## src/rtl/button_debounce_latch.sv

```systemverilog
// rtl/button_debounce_latch.sv - synchronise, debounce and latch cw/acw button presses into a CPU status byte
module button_debounce_latch #(
  parameter int DEBOUNCE_CYCLES = 4,
  parameter int SYNC_STAGES     = 2
) (
  input  logic       clk,
  input  logic       reset,
  input  logic       bc,
  input  logic       bac,
  input  logic       button_read,
  output logic [7:0] button_op
);

  localparam int            CW   = $clog2(DEBOUNCE_CYCLES + 1);
  localparam logic [CW-1:0] LAST = CW'(DEBOUNCE_CYCLES - 1);

  logic [1:0] raw;
  logic [1:0] press;

  assign raw = {bac, bc};

  for (genvar b = 0; b < 2; b++) begin : g_btn
    logic [SYNC_STAGES-1:0] sync;
    logic                   deb;
    logic [CW-1:0]          cnt;
    logic                   s2;

    assign s2       = sync[SYNC_STAGES-1];
    // A press fires on the edge the counter would reach DEBOUNCE_CYCLES while rising.
    assign press[b] = s2 && !deb && (cnt == LAST);

    always_ff @(posedge clk or posedge reset) begin
      if (reset) begin
        sync <= '0;
        deb  <= 1'b0;
        cnt  <= '0;
      end else begin
        sync <= {sync[SYNC_STAGES-2:0], raw[b]};
        if (s2 == deb) begin
          cnt <= '0;
        end else if (cnt == LAST) begin
          deb <= s2;
          cnt <= '0;
        end else begin
          cnt <= cnt + 1'b1;
        end
      end
    end
  end

  logic [7:0] base;
  logic [7:0] next_op;
  logic [4:0] sum;
  logic [1:0] new_dir;
  logic       both_ev;

  // A read clears first; events on the same edge land on the cleared value.
  always_comb begin
    base    = button_read ? 8'h00 : button_op;
    next_op = base;
    both_ev = press[0] & press[1];
    new_dir = press[0] ? 2'b01 : 2'b10;
    sum     = {1'b0, base[5:2]} + (both_ev ? 5'd2 : 5'd1);
    if (press != 2'b00) begin
      next_op[7]   = 1'b1;
      next_op[5:2] = (sum > 5'd15) ? 4'hF : sum[3:0];
      if (both_ev) begin
        next_op[6] = 1'b1;
      end else begin
        next_op[1:0] = new_dir;
        next_op[6]   = base[6] | ((base[1:0] != 2'b00) && (base[1:0] != new_dir));
      end
    end
  end

  always_ff @(posedge clk or posedge reset) begin
    if (reset) begin
      button_op <= 8'h00;
    end else begin
      button_op <= next_op;
    end
  end

endmodule

```

## config.mk

```make
export PLATFORM = sky130hd
export DESIGN_NAME = button_debounce_latch
export DESIGN_NICKNAME = d
export VERILOG_FILES = /design/src/rtl/button_debounce_latch.sv
export SDC_FILE = /design/constraint.sdc
export NUM_CORES = 1
export LEC_CHECK = 0
export CORE_MARGIN = 1.5
export CORE_UTILIZATION = 52
export CTS_CLUSTER_SIZE = 25
export DETAILED_ROUTE_END_ITERATION = 7
export PLACE_DENSITY = 0.79
export SYNTH_ARGS = -nofsm -noshare
export SYNTH_HDL_FRONTEND = slang
export SYNTH_SLANG_ARGS = --single-unit
```

## constraint.sdc

```tcl
create_clock -name clk -period 2.04 [get_ports clk]
set_input_delay 0.306 -clock clk [delete_from_list [all_inputs] [get_ports clk]]
set_output_delay 0.306 -clock clk [all_outputs]
set_load 0.05 [all_outputs]
```

Word-level counts from Yosys, hierarchy flattened
Index checks and enable logic that the tools add are counted.

word-level totals
  flip-flop bits (word level) = 20
  output and inout port bits = 8
  word-level logic and storage cells = 44

operators by class
  add/sub/neg operators = 3
  order comparisons = 1
  eq/ne operators = 5
  muxes and demuxes = 11
  bitwise logic cells = 4
  reduce and logical (&&, ||, !) cells = 12

operators by type and width
  cell                                                            number
  two-way mux 8 bit                                               2
  two-way mux 3 bit                                               4
  adder 3 x 1 -> 3 bit (second input constant)                    2
  equality test 3 x 2 -> 1 bit (second input constant)            2
  two-way mux 2 bit                                               3
  nonzero test 2 bit                                              3
  adder 4 x 2 -> 5 bit                                            1
  greater-than comparator 5 x 4 -> 1 bit (second input constant)  1
  logical AND 1 bit                                               5
  two-way mux 4 bit                                               1
  AND reduction 2 bit                                             2
  equality test 1 bit                                             2
  logical NOT 1 bit                                               2
  inequality test 2 bit                                           1
  NOT 1 bit                                                       2
  AND 1 bit                                                       1
  two-way mux 1 bit                                               1
  OR 1 bit                                                        1

Longest topological paths before layout
  word-level depth = 9
  depth in mapped cells = 9
  depth with buffers taken out = 8

Least setup slack after synthesis
No wires, ideal clock.

  path kind = register to register
  from = register g_btn[0].cnt[0]
  to = register button_op[3]
  library setup time = 121 ps
  arrival = 1671 ps
  path slack = 248 ps
  stages on the path, launching flop included = 9
  period minus slack after synthesis = 1792 ps
  path through = dfrtp_1 > ha_1 > and3b_1 > buf_6 > nand2_1 > xnor2_1 > ha_1 > a41o_1 > a22o_1

on the way
  word-level cells in the longest chain between the ends = 8
  elaborated cells between the ends (all ways) = 9
  classes of those cells = 1 x add/sub; 1 x order compare; 1 x eq/ne; 3 x mux; 1 x bitwise; 2 x reduce/logical

ends and longest elaborated chain
  what                                    line  text
  from (decl)                             25    logic [CW-1:0] cnt;
  from (signal assigned)                  45    cnt <= cnt + 1'b1;
  equality test 3 x 2 -> 1 bit *          30    assign press[b] = s2 && !deb && (cnt == LAST);
  logical AND 1 bit *                     30
  AND 1 bit                               61    both_ev = press[0] & press[1];
  two-way mux 2 bit                       63    sum = {1'b0, base[5:2]} + (both_ev ? 5'd2 : 5'd1);
  adder 4 x 2 -> 5 bit                    63
  greater-than comparator 5 x 4 -> 1 bit  66    next_op[5:2] = (sum > 5'd15) ? 4'hF : sum[3:0];
  two-way mux 4 bit                       66
  two-way mux 8 bit *                     64    if (press != 2'b00) begin
  via next_op[3]                          52    logic [7:0] next_op;
  to (signal assigned)                    80    button_op <= next_op;
  to (decl)                               11    output logic [7:0] button_op

Mark *: on every way through the listed nets, which the timed path passes. The rest lies on a longest branch.
A chain may end at the register's enable or synchronous reset.

Worst setup path after layout
  from = register button_op[5]
  to = output button_op[5]

No word-level cell between the ends.

==> metrics <==
post-CTS setup buffers=0; Tmin final=just under 2 ns; endpoint type of the worst setup path=output pin; CTS clk-pin slew, worst paths=between 0.1 and 0.15 ns; Core Rows=15; Simple-Gate Fraction of Synth Area=0.1797; Fmax=515.8 MHz; Post-Synthesis Cells=approximately 80; clk_lat worst skew=between 0.2 and 0.3 ns; clock root buffer=clkbuf_4; post-synthesis cell area=960.9 um^2; Worst-Margin Slew=between 0.5 and 0.6 ns; n_diodes=0; worst-path cell chain=clkdlybuf4s50_1; Crit Path Class=reg -> out; crit-path max FO=7; synthesis-stage register bit count=20; synth top area cells=dfrtp_1 (52%), ha_1 (6.5%), nor2b_1 (3.3%), nor3b_1 (3.1%), and3b_1 (2.7%); Reg area=approximately 500 um^2; die width=approximately 46 um; final worst-path cycle share=0.9504; full die area=2115 um^2; vias per cell=roughly 5.3; HP Class=in -> async; DR vias=660; Post-route DRC=0; area of the multi-input gates=between 400 and 500 um^2; Crit path max-delay family=buffers and inverters; I/O Buffers=12; CTS Hold Bufs=0; peak supply drop=about 940 uV; Synth-to-Final Area Change=22.00%; max-cap violation count=0; P_leak=0.0005666 uW; FILL cells=150; largest net degree at the start of global routing=21; gpl congestion=roughly 0.8; clk_skew=~0.0019 ns; Final Max Slew Viols=0; Post-Synth Adder-Cell Area=0.06510; largest area contributor in the synthesized netlist=dfrtp_1; Slowest cell on crit path=clkdlybuf4s50_1; Setup-failing EPs final=0; Initial Utilization=0.5565; Critical Path Max Stage Delay=0.85 ns; CTS buffer count=3; power per cell area=974.6 nW/um^2; setup TNS=0 ns; initial antenna violation count=0; vias in the first global route=about 660; die extent in y=roughly 46 um; Iteration-0 DRC Markers=8; GRT Overall Usage=0.1934; post-synthesis compound-gate area fraction=0.1341; CTS tree=done; final hold violation count=0; first-pass GRT wire length=2856 um; Antenna Nets Post-Route=0; Post-Route WL=around 1700 um; CTS Sinks=20; xor/xnor share of the synthesized area=0.02734; Pre-antenna DRT Iters=4; post_cts resized=0; synthesized net count=slightly above 90; Post-DP Area=between 1000 and 1500 um^2; final instance area=~1200 um^2; synth warn=0; RSZ-0062 raised after global routing=no; Clock Tree Buf Depth=2; status=finished clean; mux cell area share after synthesis=0.03385; Worst slew margin=0.6640; data required time at the worst endpoint=between 1.5 and 2 ns; remaining global-route overflow=0; Setup crit start kind=flop; crit path buf inv count=1; NumNets Final=111; sequential area share after synthesis=0.5208; hpwl dp=approximately 1300 um; core footprint=1727 um^2; io pins=13; Mean Syn Cell Area=11.72 um^2; CTS H-tree lvls=1; largest family of logic cells by synthesized area=simple AND/OR/NAND/NOR gates; fraction of layout cells with a size suffix above 1=0.1300; WL/cell=~13 um; Yosys cell types=28; Yosys top cell area share=0.5208; Worst Path Arrival=1.63 ns
kinds of logic after synthesis:
family          Yosys count
buf+inv                   6
simple gates             28
mux                       3
fa+ha+maj                 5
compound gates           17
flops                    20
xor+xnor                  3
per-layer routing:
layer / global-route usage / wire length [um]
met4: 0.05143 / 24
met1: 0.2362 / 758
met5: 0 / 0
met3: 0.04762 / 32
met2: 0.3361 / 839
metrics by stage:
stage / hold WS, ns / utilization / setup slack (ns) / cells / total power [uW]
finish: 0.3373 / 0.6790 / 0.1012 / 125 / 1143
CTS: 0.3387 / 0.6790 / 0.09330 / 125 / 1159
global route: 0.3526 / 0.6790 / 0.04723 / 125 / 1216
detailed placement: 0.3371 / 0.6486 / 0.02898 / 121 / 843.6
global placement: 0.3337 / 0.6486 / 0.1055 / 121 / 824.2
floorplan: 0.2698 / - / 0.2483 / 82 / 748.8
sequential cells by signal, summed over array words and instances, names as in the netlist:
register	flops
g_btn.cnt	6
g_btn.deb	2
g_btn.sync	4
button_op	8
final timing paths:
path	end	startpoint	cells after the start	slack [ns]
max	button_op[5]	button_op[5]	1	0.10
min	g_btn[1].sync[0]	reset	3	0.34
max reg2reg	button_op[2]	g_btn[0].cnt[0]	7	0.16
min reg2reg	g_btn[0].sync[1]	g_btn[0].sync[0]	0	0.36
max in group asynchronous	button_op[3]	reset	3	1.50
min in group clk	g_btn[0].sync[1]	g_btn[0].sync[0]	0	0.36
layout make-up:
type | count | area share
clock buffer | 3 | 0.01921
inverter | 4 | 0.01281
tap | 25 | 0.02668
sequential | 20 | 0.4269
timing repair buffer | 16 | 0.1281
clock inverter | 1 | 0.02561
multi-input combinational | 56 | 0.3607
power by group:
part | switching, uW | leakage (uW) | internal [uW]
sequential | 40.1 | 0.000262 | 469
combinational | 182 | 0.000277 | 142
clock | 112 | 0.0000279 | 198
cell usage after synthesis:
master     count
a21o_1         1
a21oi_1        4
a22o_1         1
a22oi_1        2
a41o_1         1
and2b_1        1
and2b_2        1
and3b_1        3
buf_6          2
dfrtp_1       20
ha_1           5
inv_1          4
mux2_2         2
mux2i_1        1
nand2_1        5
nand3_1        1
nand3b_1       2
nand4b_1       1
nor2_1         3
nor2b_1        5
nor3_1         2
nor3b_1        4
o2111a_1       1
o2111ai_1      1
o211ai_2       1
o21ai_0        4
o221ai_2       1
xnor2_1        3
layout by cell type (no fill, tap or decap), types with 4 or more instances in the layout:
cell,n
nand2_1,5
nor2b_1,5
buf_4,4
a21oi_1,4
ha_1,5
clkdlybuf4s50_1,12
o21ai_0,4
inv_1,4
dfrtp_1,20
nor3b_1,4
Power figures use the tool's default switching activity.
